==> config.mk <==
export PLATFORM = sky130hd
export DESIGN_NAME = router_fsm_ctrl
export DESIGN_NICKNAME = d
export VERILOG_FILES = /design/src/rtl/router_pkg.sv /design/src/rtl/router_wait_timer.sv /design/src/rtl/router_fsm_ctrl.sv
export SDC_FILE = /design/constraint.sdc
export NUM_CORES = 1
export LEC_CHECK = 0
export BUFFER_PORTS_ARGS = -buffer_cell sky130_fd_sc_hd__buf_2
export CORE_ASPECT_RATIO = 1.5
export CORE_MARGIN = 10
export CORE_UTILIZATION = 25
export DETAILED_ROUTE_END_ITERATION = 12
export GPL_ROUTABILITY_DRIVEN = 0
export SYNTH_ARGS = -nofsm -noshare
export SYNTH_HDL_FRONTEND = slang
export SYNTH_HIERARCHICAL = 1
export SYNTH_SLANG_ARGS = --single-unit
==> constraint.sdc <==
create_clock -name clock -period 2.8 [get_ports clock]
set_clock_uncertainty 0.2 [all_clocks]
set_input_delay 0.84 -clock clock [delete_from_list [all_inputs] [get_ports clock]]
set_output_delay 0.84 -clock clock [all_outputs]
set_load 0.005 [all_outputs]
==> src/rtl/router_pkg.sv <==
// Shared types and constants for the 1x3 router packet controller.
// State encodings, address constants and the state-to-strobe decode.
package router_pkg;

  localparam int NUM_PORTS = 3;

  localparam logic [1:0] ADDR_INVALID = 2'b11;

  localparam logic [2:0] ST_DA  = 3'd0;
  localparam logic [2:0] ST_LFD = 3'd1;
  localparam logic [2:0] ST_LD  = 3'd2;
  localparam logic [2:0] ST_FFS = 3'd3;
  localparam logic [2:0] ST_LAF = 3'd4;
  localparam logic [2:0] ST_LP  = 3'd5;
  localparam logic [2:0] ST_CPE = 3'd6;
  localparam logic [2:0] ST_WTE = 3'd7;

  typedef enum logic [2:0] {
    S_DA  = ST_DA,
    S_LFD = ST_LFD,
    S_LD  = ST_LD,
    S_FFS = ST_FFS,
    S_LAF = ST_LAF,
    S_LP  = ST_LP,
    S_CPE = ST_CPE,
    S_WTE = ST_WTE
  } state_t;

  typedef struct packed {
    logic detect_add;
    logic lfd;
    logic ld;
    logic full;
    logic laf;
    logic rst_int;
    logic write_enb;
    logic busy;
  } strobes_t;

  function automatic logic addr_valid(
    input logic [1:0] addr
  );
    return addr != ADDR_INVALID;
  endfunction

  function automatic strobes_t decode_state(
    input state_t s
  );
    strobes_t st;
    st.detect_add = (s == S_DA);
    st.lfd        = (s == S_LFD);
    st.ld         = (s == S_LD);
    st.full       = (s == S_FFS);
    st.laf        = (s == S_LAF);
    st.rst_int    = (s == S_CPE);
    st.write_enb  = (s == S_LD)
                 || (s == S_LP)
                 || (s == S_LAF);
    st.busy       = (s == S_LFD)
                 || (s == S_FFS)
                 || (s == S_LAF)
                 || (s == S_LP)
                 || (s == S_CPE)
                 || (s == S_WTE);
    return st;
  endfunction

endpackage

==> src/rtl/router_wait_timer.sv <==
// Wait-till-empty timeout counter for the router controller.
// Only built when ROUTER_WAIT_TIMEOUT_EN is defined.
`ifdef ROUTER_WAIT_TIMEOUT_EN
module router_wait_timer
  import router_pkg::*;
#(
  parameter int TIMEOUT_CYCLES = 64
) (
  input  logic clock,
  input  logic resetn,
  input  logic clear,
  input  logic enable,
  output logic expire
);

  localparam int W = $clog2(TIMEOUT_CYCLES);
  localparam logic [W-1:0] LAST = W'(TIMEOUT_CYCLES - 1);
  localparam logic [W-1:0] ONE  = W'(1);

  logic [W-1:0] count;

  // Count cycles spent waiting; held at zero outside the wait.
  always_ff @(posedge clock) begin
    if (!resetn) begin
      count <= '0;
    end else if (clear) begin
      count <= '0;
    end else if (enable) begin
      count <= count + ONE;
    end
  end

  assign expire = enable && (count == LAST);

endmodule
`endif

==> src/rtl/router_fsm_ctrl.sv <==
// Packet-sequencing FSM for the 1x3 router (header, payload, stall, parity).
// Define ROUTER_WAIT_TIMEOUT_EN to drop packets stuck waiting for an empty FIFO.
module router_fsm_ctrl
  import router_pkg::*;
#(
  parameter int TIMEOUT_CYCLES = 64
) (
  input  logic                 clock,
  input  logic                 resetn,
  input  logic                 pkt_valid,
  input  logic [1:0]           data_in,
  input  logic                 fifo_full,
  input  logic [NUM_PORTS-1:0] fifo_empty,
  input  logic [NUM_PORTS-1:0] soft_reset,
  input  logic                 parity_done,
  input  logic                 low_pkt_valid,
  output logic                 detect_add,
  output logic                 lfd_state,
  output logic                 ld_state,
  output logic                 full_state,
  output logic                 laf_state,
  output logic                 rst_int_reg,
  output logic                 write_enb_reg,
  output logic                 busy,
  output logic [1:0]           dest_addr,
  output logic                 drop_pkt
);

  if (TIMEOUT_CYCLES < 2) begin : g_param_chk
    $error("router_fsm_ctrl: TIMEOUT_CYCLES must be >= 2");
  end

  state_t   state;
  state_t   state_nxt;
  strobes_t st;
  logic     hdr_ok;
  logic     hdr_empty;
  logic     tgt_empty;
  logic     sr_hit;
  logic     timeout;

  assign hdr_ok    = pkt_valid && addr_valid(data_in);
  assign hdr_empty = fifo_empty[data_in];
  assign tgt_empty = fifo_empty[dest_addr];
  assign sr_hit    = soft_reset[dest_addr];

`ifdef ROUTER_WAIT_TIMEOUT_EN
  router_wait_timer #(
    .TIMEOUT_CYCLES(TIMEOUT_CYCLES)
  ) u_timer (
    .clock  (clock),
    .resetn (resetn),
    .clear  (state != S_WTE),
    .enable (state == S_WTE),
    .expire (timeout)
  );

  // One-cycle drop flag, lands together with the return to DA.
  always_ff @(posedge clock) begin
    if (!resetn) begin
      drop_pkt <= 1'b0;
    end else begin
      drop_pkt <= timeout && !tgt_empty;
    end
  end
`else
  assign timeout  = 1'b0;
  assign drop_pkt = 1'b0;
`endif

  // State register; reset wins even mid-packet.
  always_ff @(posedge clock) begin
    if (!resetn) begin
      state <= S_DA;
    end else begin
      state <= state_nxt;
    end
  end

  // Capture the destination port from a valid header.
  always_ff @(posedge clock) begin
    if (!resetn) begin
      dest_addr <= 2'b00;
    end else if (state == S_DA && hdr_ok) begin
      dest_addr <= data_in;
    end
  end

  // Next-state table; soft reset of the active port aborts to DA.
  always_comb begin
    state_nxt = state;
    unique case (state)
      S_DA: begin
        if (hdr_ok) begin
          state_nxt = hdr_empty ? S_LFD : S_WTE;
        end
      end
      S_LFD: begin
        state_nxt = S_LD;
      end
      S_LD: begin
        if (fifo_full) begin
          state_nxt = S_FFS;
        end else if (!pkt_valid) begin
          state_nxt = S_LP;
        end
      end
      S_FFS: begin
        if (!fifo_full) begin
          state_nxt = S_LAF;
        end
      end
      S_LAF: begin
        if (parity_done) begin
          state_nxt = S_DA;
        end else if (low_pkt_valid) begin
          state_nxt = S_LP;
        end else begin
          state_nxt = S_LD;
        end
      end
      S_LP: begin
        state_nxt = S_CPE;
      end
      S_CPE: begin
        state_nxt = fifo_full ? S_FFS : S_DA;
      end
      S_WTE: begin
        if (tgt_empty) begin
          state_nxt = S_LFD;
        end else if (timeout) begin
          state_nxt = S_DA;
        end
      end
      default: begin
        state_nxt = S_DA;
      end
    endcase
    if (state != S_DA && sr_hit) begin
      state_nxt = S_DA;
    end
  end

  assign st            = decode_state(state);
  assign detect_add    = st.detect_add;
  assign lfd_state     = st.lfd;
  assign ld_state      = st.ld;
  assign full_state    = st.full;
  assign laf_state     = st.laf;
  assign rst_int_reg   = st.rst_int;
  assign write_enb_reg = st.write_enb;
  assign busy          = st.busy;

endmodule
==> results_dict.tcl <==
set metrics [dict create \
    run_status "completed" \
    netlist_area_sq_um 490 \
    dieArea_sq_mm 0.00417 \
    cp-startpoint "state[1]" \
    cts_setup_buffers 0 \
    swShare 0.465 \
    worstSetupPathType "flop to primary output" \
    rows 19 \
    drc 0 \
    p_comb_frac 0.603 \
    powerDensity_mw_per_mm2 958 \
    synth_edf_count 0 \
    clkSinkCount 5 \
    cts_buffer_depth 2 \
    area_growth_pct 29.8 \
    viasPerCell 4.99 \
    cap_violations 0 \
    crit_buf_inv 1 \
    synth_cells 64 \
    arrival_ns 1.45 \
    path_clk_slew_ns 0.05 \
    fin_crit_sh 0.889 \
    crit_path_start_kind "flop" \
    hold_start "dest_addr[1]" \
    portBuffers 23 \
    ios 25 \
    die_width_um 56.2 \
    ys_seq_elements 5 \
    drt_iter0_drc 6 \
    end_kind "primary output" \
    final.setup.worst_slack_ns 0.312 \
    synthArstFlopShare 0 \
    antenna_found_initial 0 \
    ys_seq_area_frac 0.204 \
    fin_crit_ns 2.49 \
    syn-num-nets 78 \
    synth_warnings 6 \
    p_sw_uw 284 \
    grt_max_degree 15 \
    hold_buffers 0 \
    synth_compound_area_frac 0.304 \
    hpwl_um 1220 \
    cts_root_buffer "clkbuf_4" \
    power_frac_clock 0.135 \
    p_leak_nw 0.290 \
    synthTopCellsByArea "dfxtp_1, mux2i_1, a221oi_4" \
    grt_use_total 0.0667 \
    fin_area_sq_um 637 \
    path_cells "or2b_1 -> nor2_1 -> buf_2" \
    maxSlewViolCount 0 \
    hp-class "flop to flop" \
    synth-main-ff-cell "dfxtp_1" \
    yosys.area_share.simple 0.347 \
    required_ns 1.76 \
    cts_resized 0 \
    drtAntennaViolNets 0 \
    timing.hold.ws_ns 0.357 \
    muxShareOfSynthArea 0.0612 \
    rr_startpoint "state[1]" \
    rsz0062_at_grt "false" \
    critical-path-top-delay-family "flip-flops" \
    max_freq_mhz 402 \
    wl_per_cell_um 13.4 \
    grt_pass1_vias 550 \
    drive_gt1_frac 0.379 \
    diodes 0 \
    start_util 0.265 \
    vias 539 \
    grt_overflow 0 \
    grt_pass1_wl_um 2340 \
    synth_cell_types 34 \
    cp_slowest_cell "dfxtp_1" \
    finalPower_uw 610 \
    max-vdd-ir-drop_uv 515 \
    synthXorXnorAreaFrac 0 \
    htreeDepth 1 \
    place_area_sq_um 611 \
    synth_fa_ha_area_frac 0 \
    synth_top_family_by_area "simple AND/OR/NAND/NOR gates" \
    die_h_um 74.3 \
    post-synth-top-area-fraction 0.204 \
    clk_latency_ns 0.24 \
    finalSetupViolCount 0 \
    critPathMaxStageDelay_ns 0.54 \
    hold_viol_final 0 \
    cts_buffers 3 \
    yosys.area.top_type "dfxtp_1" \
    power.internal_uw 326 \
    fin_nets 102 \
    critPathMaxFanout 14 \
    final_cell_mix "buf_2, nor2_1, nand2_1" \
    cts_tree "built" \
    first_pass_iters 2 \
    drt_wl_total_um 1440 \
    coreArea_sq_mm 0.00185 \
    avgSynthCellArea_sq_um 7.66 \
    seqPwrFrac 0.262 \
    final_common_cell "buf_2" \
    preCtsSetupSlack_ns 0.578 \
    tns_ns 0 \
]
==> kinds of logic after synthesis <==
family                 Yosys count
AOI/OAI and AO/OA               18
buffers and inverters            7
DFF                              5
muxes                            3
other                            1
and+or+nand+nor                 30
==> cell usage after synthesis, types with 2 or more instances <==
| library cell | count |
|---|---|
| nor2_1 | 7 |
| nand2_1 | 6 |
| dfxtp_1 | 5 |
| a21oi_1 | 4 |
| mux2i_1 | 3 |
| nand3_1 | 3 |
| nor2b_1 | 3 |
| buf_2 | 2 |
| inv_1 | 2 |
| nand2b_1 | 2 |
| nand3b_1 | 2 |
| o21ai_0 | 2 |
| o22ai_1 | 2 |
==> final timing paths <==
| check | slack, ns | to | depth (start not counted) |
|---|---|---|---|
| setup reg to reg | 1.06 | state[2] | 4 |
| setup / recovery | 0.31 | ld_state | 3 |
| hold / removal | 0.36 | dest_addr[1] | 2 |
| hold reg to reg | 0.36 | dest_addr[1] | 2 |
==> tightest hold or removal path: cells and delay by family, from the launching register on <==
kind | cells | cell delay, ns
compound gates | 1 | 0.06
simple gates | 1 | 0.08
flops | 1 | 0.36
==> area by class of cell <==
type	instances	area (sq um)
clock buffers	4	26.3
multi-input cells	52	353
repair buffers	23	115
well taps	21	26.3
inverters	3	16.3
fillers	213	1220
flip-flops and latches	5	100
==> per-layer routing <==
metal	track usage	routed length [um]
met1	0.0664	594
met2	0.119	691
met3	0.0375	138
met4	0.0161	17
met5	0	0
==> flip-flops by register name, indices dropped and copies added, names as in the netlist <==
name       count
dest_addr      2
state          3
==> power groups by stage <==
| stage | Sequential, mW | Combinational [mW] | Clock (mW) |
|---|---|---|---|
| after detailed placement | 0.159 | 0.375 | 0 |
| after global routing | 0.172 | 0.409 | 0.0910 |
| final | 0.160 | 0.368 | 0.0825 |
| after global placement | 0.159 | 0.371 | 0 |
| after floorplan | 0.115 | 0.300 | 0 |
| after CTS | 0.159 | 0.378 | 0.0841 |
==> metrics by stage <==
step | cells | utilization
after global routing | 108 | 0.343
after floorplan | 64 | -
final | 108 | 0.343
after detailed placement | 104 | 0.329
after global placement | 104 | 0.329
after CTS | 108 | 0.343
No activity file was read; power rests on OpenSTA's default activity.
